==> src/rtl/hazard_pkg.sv <==
// Shared types and helpers for the pipeline hazard controller.
package hazard_pkg;

  // MDU wait sequencer states
  typedef enum logic [0:0] {
    IDLE,
    BUSY
  } state_t;

  localparam logic [4:0] REG_ZERO = 5'd0;

  // Stage hold / bubble controls
  typedef struct packed {
    logic stallF;
    logic stallD;
    logic stallE;
    logic flushD;
    logic flushE;
    logic flushM;
  } ctrl_t;

  // A producer hazards a consumer only when it writes a real register (x0 never hazards)
  function automatic logic reg_match(input logic [4:0] rd, input logic [4:0] rs1,
                                     input logic [4:0] rs2);
    return (rd != REG_ZERO) && ((rd == rs1) || (rd == rs2));
  endfunction

endpackage

==> src/rtl/hazard_detect.sv <==
// Combinational data-hazard detection for the instruction in decode.
module hazard_detect
  import hazard_pkg::*;
(
  input  logic [4:0] rs1D,
  input  logic [4:0] rs2D,
  input  logic       branchD,
  input  logic [4:0] rdE,
  input  logic       regWriteE,
  input  logic       memToRegE,
  input  logic [4:0] rdM,
  input  logic       memToRegM,
  output logic       loadUse,
  output logic       branchAlu,
  output logic       branchLoadM
);

  // Load in E feeding decode, ALU result in E feeding a decode-stage compare,
  // and a load in M feeding a decode-stage compare (no M->D load bypass exists).
  always_comb begin
    loadUse     = memToRegE & regWriteE & reg_match(rdE, rs1D, rs2D);
    branchAlu   = branchD & regWriteE & ~memToRegE & reg_match(rdE, rs1D, rs2D);
    branchLoadM = branchD & memToRegM & reg_match(rdM, rs1D, rs2D);
  end

endmodule

==> src/rtl/hazard_controller.sv <==
// Pipeline hazard sequencer: data-hazard stalls, taken-branch flush, MDU wait FSM with
// watchdog, and a saturating stall-cycle counter.
module hazard_controller
  import hazard_pkg::*;
#(
  parameter int unsigned MDU_TIMEOUT = 64,
  parameter int unsigned CNT_W       = 32
) (
  input  logic             clk,
  input  logic             reset,
  input  logic [4:0]       rs1D,
  input  logic [4:0]       rs2D,
  input  logic             branchD,
  input  logic             pcSrcD,
  input  logic [4:0]       rdE,
  input  logic             regWriteE,
  input  logic             memToRegE,
  input  logic [4:0]       rdM,
  input  logic             memToRegM,
  input  logic             mduOpE,
  input  logic             mduDone,
  output logic             stallF,
  output logic             stallD,
  output logic             stallE,
  output logic             flushD,
  output logic             flushE,
  output logic             flushM,
  output logic             mduStart,
  output logic             mduError,
  output logic [CNT_W-1:0] stallCycles
);

  localparam int unsigned WD_W = (MDU_TIMEOUT > 2) ? $clog2(MDU_TIMEOUT) : 1;
  localparam logic [WD_W-1:0] WD_LAST = WD_W'(MDU_TIMEOUT - 1);

  state_t           state_q;
  logic [WD_W-1:0]  wd_cnt_q;
  logic             error_q;
  logic [CNT_W-1:0] stall_cnt_q;

  logic  load_use, branch_alu, branch_load_m;
  logic  mdu_timeout;
  ctrl_t ctrl;
  logic  start;

  hazard_detect u_detect (
    .rs1D        (rs1D),
    .rs2D        (rs2D),
    .branchD     (branchD),
    .rdE         (rdE),
    .regWriteE   (regWriteE),
    .memToRegE   (memToRegE),
    .rdM         (rdM),
    .memToRegM   (memToRegM),
    .loadUse     (load_use),
    .branchAlu   (branch_alu),
    .branchLoadM (branch_load_m)
  );

  // Stall/flush/start decode from current state and inputs; MDU wait outranks data hazards
  always_comb begin
    ctrl        = '0;
    start       = 1'b0;
    mdu_timeout = 1'b0;
    if (!reset) begin
      unique case (state_q)
        IDLE: begin
          if (mduOpE) begin
            // Hold E with the MDU op and bubble M; flushE stays low since E is held
            start       = 1'b1;
            ctrl.stallF = 1'b1;
            ctrl.stallD = 1'b1;
            ctrl.stallE = 1'b1;
            ctrl.flushM = 1'b1;
          end else if (load_use | branch_alu | branch_load_m) begin
            ctrl.stallF = 1'b1;
            ctrl.stallD = 1'b1;
            ctrl.flushE = 1'b1;
          end
          // A taken branch is ignored while decode is held
          ctrl.flushD = pcSrcD & ~ctrl.stallD;
        end
        BUSY: begin
          if (mduDone) begin
            // Release: EX-MEM captures the MDU result on this edge
          end else if (wd_cnt_q == WD_LAST) begin
            mdu_timeout = 1'b1;
          end else begin
            ctrl.stallF = 1'b1;
            ctrl.stallD = 1'b1;
            ctrl.stallE = 1'b1;
            ctrl.flushM = 1'b1;
          end
        end
        default: ;
      endcase
    end
  end

  // FSM, watchdog, sticky error flag and saturating stall counter
  always_ff @(posedge clk) begin
    if (reset) begin
      state_q     <= IDLE;
      wd_cnt_q    <= '0;
      error_q     <= 1'b0;
      stall_cnt_q <= '0;
    end else begin
      unique case (state_q)
        IDLE: begin
          if (mduOpE) begin
            state_q  <= BUSY;
            wd_cnt_q <= '0;
          end
        end
        BUSY: begin
          if (mduDone || mdu_timeout) begin
            state_q <= IDLE;
          end else begin
            wd_cnt_q <= wd_cnt_q + WD_W'(1);
          end
        end
        default: state_q <= IDLE;
      endcase
      if (mdu_timeout) begin
        error_q <= 1'b1;
      end
      if (ctrl.stallF && (stall_cnt_q != '1)) begin
        stall_cnt_q <= stall_cnt_q + CNT_W'(1);
      end
    end
  end

  // Registered status is masked while reset is held
  always_comb begin
    stallF      = ctrl.stallF;
    stallD      = ctrl.stallD;
    stallE      = ctrl.stallE;
    flushD      = ctrl.flushD;
    flushE      = ctrl.flushE;
    flushM      = ctrl.flushM;
    mduStart    = start;
    mduError    = error_q & ~reset;
    stallCycles = reset ? '0 : stall_cnt_q;
  end

endmodule
==> config.mk <==
export PLATFORM = sky130hd
export DESIGN_NAME = hazard_controller
export DESIGN_NICKNAME = d
export VERILOG_FILES = /design/src/rtl/hazard_pkg.sv /design/src/rtl/hazard_detect.sv /design/src/rtl/hazard_controller.sv
export SDC_FILE = /design/constraint.sdc
export NUM_CORES = 1
export LEC_CHECK = 0
export ABC_AREA = 0
export CAP_MARGIN = 20
export CELL_PAD_IN_SITES_DETAIL_PLACEMENT = 0
export CELL_PAD_IN_SITES_GLOBAL_PLACEMENT = 1
export CORE_ASPECT_RATIO = 1.2
export CORE_MARGIN = 1.5
export CORE_UTILIZATION = 36
export DETAILED_ROUTE_END_ITERATION = 10
export PLACE_DENSITY = 0.81
export REMOVE_ABC_BUFFERS = 1
export SLEW_MARGIN = 20
export SYNTH_ARGS = -nofsm -noshare
export SYNTH_HDL_FRONTEND = slang
export SYNTH_SLANG_ARGS = --single-unit
==> constraint.sdc <==
create_clock -name clk -period 3.4 [get_ports clk]
set_clock_uncertainty 0.1 [all_clocks]
set_input_delay 0.85 -clock clk [delete_from_list [all_inputs] [get_ports clk]]
set_output_delay 0.85 -clock clk [all_outputs]
set_load 0.01 [all_outputs]
* Word level (Yosys, flattened, before mapping) *
Cells that the tools add are included.

cells by class
  equal/unequal tests = 8
  bitwise operators = 15
  mux-type cells = 27
  reductions and logical operators = 9
  add/subtract/negate cells = 2

operators by type and width
  cell                                           number
  adder 32 x 1 -> 32 bit, second input constant  1
  2-to-1 mux 32 bit                              1
  != test 32 bit, second input constant          1
  equality test 5 bit                            4
  2-to-1 mux 6 bit                               3
  2-to-1 mux 1 bit                               12
  one-hot mux 6 bit (2 select lines)             1
  2-to-1 mux 2 bit                               5
  nonzero test 5 bit                             2
  AND 1 bit                                      9
  adder 6 x 1 -> 6 bit, second input constant    1
  equality test 6 bit, second input constant     1
  2-to-1 mux 3 bit                               2
  one-hot mux 3 bit (2 select lines)             1
  != test 2 bit, second input constant           2
  inverter 1 bit                                 4
  one-hot mux 1 bit (2 select lines)             2
  logical AND 1 bit                              3
  logical OR 1 bit                               3
  OR 1 bit                                       2
  AND reduction 2 bit                            1

storage, ports and cells
  flip-flop bits (word level) = 40
  output and inout bits = 40

* Longest topological paths before layout *
  word-level depth = 15
  depth in mapped cells = 9
  depth with buffers taken out = 8

* Cells and area by module *
A second synthesis with hierarchy kept.

second synthesis, totals
  cell total of the unflattened synthesis = 317
  area, all modules = 2615.0 um^2

modules (own cells, without submodules)
  module             area each (um^2)  cells each  times used
  hazard_controller  2336.0            281         1
  hazard_detect      279.0             36          1

* Worst setup path after synthesis *
No wires, ideal clock.

  path kind = input -> output
  start point = in rdM[0]
  end point = out stallF
  buffers on the path = 2
  cell stages on the path = 7
  arrival time = 2.197 ns
  path slack = 0.253 ns
  path through = or4_1 > o211ai_1 > nor3b_1 > nor2_2 > inv_2 > buf_2 > buf_4

on the way
  cells in the longest elaborated chain, start to end = 11
  elaborated cells on any way between the ends = 13

RTL lines
  element                                 line                     RTL
  from (decl)                             hazard_controller.sv:18  input logic [4:0] rdM,
  equality test 5 bit                     hazard_pkg.sv:25         return (rd != REG_ZERO) && ((rd == rs1) || (rd == rs2));
  logical OR 1 bit                        hazard_pkg.sv:25
  logical AND 1 bit (*)                   hazard_pkg.sv:25
  AND 1 bit (*)                           hazard_detect.sv:23      branchLoadM = branchD & memToRegM & reg_match(rdM, rs1D, rs2D);
  OR 1 bit (*)                            hazard_controller.sv:75  end else if (load_use | branch_alu | branch_load_m) begin
  2-to-1 mux 2 bit (*)                    hazard_controller.sv:75
  2-to-1 mux 2 bit (*)                    hazard_controller.sv:68  if (mduOpE) begin
  2-to-1 mux 2 bit (*)                    hazard_controller.sv:66  unique case (state_q)
  2-to-1 mux 2 bit (*)                    hazard_controller.sv:65  if (!reset) begin
  one-hot mux 3 bit (2 select lines) (*)  hazard_controller.sv:66
  2-to-1 mux 6 bit (*)                    hazard_controller.sv:65
  to (decl)                               hazard_controller.sv:22  output logic stallF,

Every way passes the cells marked *; elsewhere a longest branch is shown, timed or not. The select of a mux whose other input is x is not followed.

* Worst setup path after layout *
  start point = in rs1D[1]
  end point = out flushE

on the way
  cells in the longest elaborated chain, start to end = 10
  elaborated cells on any way between the ends = 15

RTL lines
  element                       line                                      RTL
  from (decl)                   hazard_controller.sv:11                   input logic [4:0] rs1D,
  equality test 5 bit           hazard_pkg.sv:25
  logical OR 1 bit              hazard_pkg.sv:25
  logical AND 1 bit             hazard_pkg.sv:25
  AND 1 bit (on tied branches)  hazard_detect.sv:21, hazard_detect.sv:22
  OR 1 bit                      hazard_controller.sv:75
  OR 1 bit (*)                  hazard_controller.sv:75
  2-to-1 mux 1 bit (*)          hazard_controller.sv:75
  2-to-1 mux 1 bit (*)          hazard_controller.sv:68
  2-to-1 mux 2 bit (*)          hazard_controller.sv:66
  2-to-1 mux 6 bit (*)          hazard_controller.sv:65
  to (decl)                     hazard_controller.sv:26                   output logic flushE,

Every way passes the cells marked *; elsewhere a longest branch is shown, timed or not.

==> qor.yml <==
grt:
  antenna_found_initial: 1
  grtUsageMet1: 0.1999
  grt_usage: 0.1769
  grt_pass1_vias: 2314
  grt_max_degree: 64
  overflow: 0
  use_met3: 0.05592
  met2_usage: 0.3039
  grt_pass1_wl_mm: 10.61
  grt.busiest_layer: "met2"
timing:
  hold_violations: 0
  drv_slew: 0
  relSlewSlack: 0.6688
  fin_crit_sh: 0.9800
  tns_ps: 0
  fmax_ghz: 0.3001
  setup_viol_count_final: 0
  period_needed_ps: 3332
  worstMarginPinSlew_ps: 491.7
critical_path:
  arrival_ps: 2380
  critPathKind: "in -> out"
  r2r-start: "stall_cnt_q[0]"
  cp_cell_sequence: "clkdlybuf4s50_1 -> xor2_2 -> nor3_2 -> a22oi_2 -> nor2_2 -> a21oi_2 -> nor2b_1 -> dlygate4sd2_1"
  crit_required_ps: 2450
  slowest_delay_ps: 550
  start_kind: "primary input"
  slowest_stage: "clkdlybuf4s50_1"
  crit_path_max_fanout: 2
  cp-end-kind: "output pin"
  cp-startpoint: "rs1D[1]"
placed_design:
  place_hpwl_mm: 4.962
  gp_congestion: 0.7697
  dp_cells: 471
  numPortBuffers: 68
status:
  status: "completed"
cells_and_area:
  layout_common_cells: "clkdlybuf4s50_1, nor2_1, dfxtp_1"
  drive_gt1_frac: 0.1913
  regArea_um2: 800.8
  final_common_cell: "clkdlybuf4s50_1"
  num_antenna_cells: 0
  multi_input_area_um2: 1773
  area_delta_synth_final_pct: 37.66
  instances_no_fill: 479
  fill_cells: 684
  final_core_util: 0.5182
  nNetsFinal: 422
synthesis:
  ys_seq_area_frac: 0.3067
  synthFlopType: "dfxtp_1"
  syn_inst: 317
  ys.warnings.count: 0
  syn_area_um2: 2611
  synth.avg_cell_area_um2: 8.237
  synthArstFlopShare: 0
  ys_types: 48
  synth-seq-cells: 40
  synth_edf_count: 0
floorplan:
  core.rowCount: 33
  die_w_um: 80.75
  dieArea_um2: 7775
  core-area_um2: 6937
  fp.dieH_um: 96.30
  initial_core_util: 0.3764
  ioPinCount: 69
flow_run:
  cap_viol_max_count: 0
routing:
  wire_per_inst_um: 13.86
  antenna_left: 0
  drtIter0Drc: 83
  via_count: 2495
  vias_per_cell: 5.209
  dr.pass1.iters: 4
  drt-total-wl_mm: 6.638
  drc: 0
clocking:
  cts_tree: "yes"
  cts-root-buf: "clkbuf_8"
  cts_buffer_depth: 2
  htreeDepth: 2
  clock-sinks: 40
  insertion_delay_ps: 300
  holdBufCountCts: 0
  cts.clk_slew.worst_paths_ps: 70
  cts_buffers: 5
power:
  vdd_drop_max_uv: 125.2
  p_leak_nw: 1.429
  powerDensity_nw_per_um2: 274.1
min_path:
  hold_start: "wd_cnt_q[1]"
  min-delay-path-class: "reg -> reg"
==> routing by layer <==
layer / share of wire / up-vias
met5: 0.0017 / -
met4: 0.021 / 2
met3: 0.073 / 15
met2: 0.48 / 79
met1: 0.42 / 1134
li1: - / 1265
==> critical path: cells and delay by family <==
kind,cells,cell delay [ps]
AOI/OAI and AO/OA,2,340
xor gates and xnor gates,1,180
buffers and inverters,2,830
and+or+nand+nor,3,200
==> power by group <==
part | internal, mW | switching, mW
combinational | 0.0860 | 0.0859
clock | 0.166 | 0.170
sequential | 0.473 | 0.00423
total | 0.725 | 0.261
==> state kept, by name, summed over array words and instances (netlist names) <==
| name | count |
|---|---|
| stall_cnt_q | 32 |
| wd_cnt_q | 6 |
| error_q | 1 |
| state_q | 1 |
==> logic make-up (layout without fill, tap and decap cells) <==
family / Yosys count / after routing / synth area share
simple gates: 171 / 171 / 0.3694
flops: 40 / 40 / 0.3067
compound gates: 33 / 33 / 0.08242
mux: 27 / 27 / 0.1193
xor+xnor: 22 / 22 / 0.07379
buf+inv: 22 / 97 / 0.03881
fa+ha+maj: 2 / 2 / 0.009582
==> timing repair <==
action | in CTS | in global routing
setup buffers | 0 | 0
pin swaps | 4 | 13
endpoints found under the setup margin | 6 | 4
resized for setup | 24 | 22
==> synth_stat cells, types with 2 or more instances <==
library cell | number | area [um^2]
a21o_1 | 3 | 22.52
nand2_1 | 15 | 56.30
nand2b_1 | 2 | 12.51
mux2_1 | 2 | 22.52
or4_1 | 3 | 22.52
a21oi_1 | 9 | 45.04
inv_1 | 6 | 22.52
buf_4 | 2 | 15.01
nor3b_1 | 4 | 30.03
clkbuf_1 | 6 | 22.52
xor2_1 | 11 | 96.34
nor4b_1 | 2 | 17.52
nor4_1 | 4 | 25.02
and4_4 | 3 | 33.78
nor2b_1 | 31 | 193.9
and2_1 | 6 | 37.54
nand4_1 | 10 | 62.56
dfxtp_1 | 40 | 800.8
a31o_2 | 3 | 26.28
buf_2 | 3 | 15.01
and3_1 | 9 | 56.30
xnor2_1 | 11 | 96.34
buf_1 | 3 | 11.26
nor3_1 | 14 | 70.07
nor2_1 | 41 | 153.9
o31ai_1 | 3 | 22.52
o21ai_0 | 7 | 35.03
ha_1 | 2 | 25.02
nand3_1 | 17 | 85.08
mux2_2 | 23 | 259.0
mux2_4 | 2 | 30.03
and4_1 | 4 | 35.03
==> worst paths after layout <==
path	slack, ps	cells past startpoint	endpoint
setup / recovery	70	8	flushE
hold / removal	380	2	wd_cnt_q[1]
setup reg to reg	770	8	stall_cnt_q[27]
hold reg to reg	380	2	wd_cnt_q[1]
==> area by class of cell <==
class                      instances  area share
multi-input combinational        255      0.4932
sequential                        40      0.2228
timing repair buffer              82      0.2214
tap                               87     0.03028
clock buffer                       8     0.02506
inverter                           7    0.007309
==> per-stage QoR <==
step / area (um^2) / power [mW] / hold WS, ps / worst slack [ps]
2_1_floorplan: 2536 / 0.5560 / 354.0 / 70.90
3_3_place_gp: 3438 / 0.6520 / 373.8 / -505.2
3_5_place_dp: 3438 / 0.6562 / 376.8 / -529.8
4_1_cts: 3530 / 0.9876 / 387.6 / 1.962
5_1_grt: 3595 / 1.037 / 425.7 / -30.37
6_report: 3595 / 0.9854 / 383.1 / 67.98
Note: power is estimated with default switching activity, not from simulation.
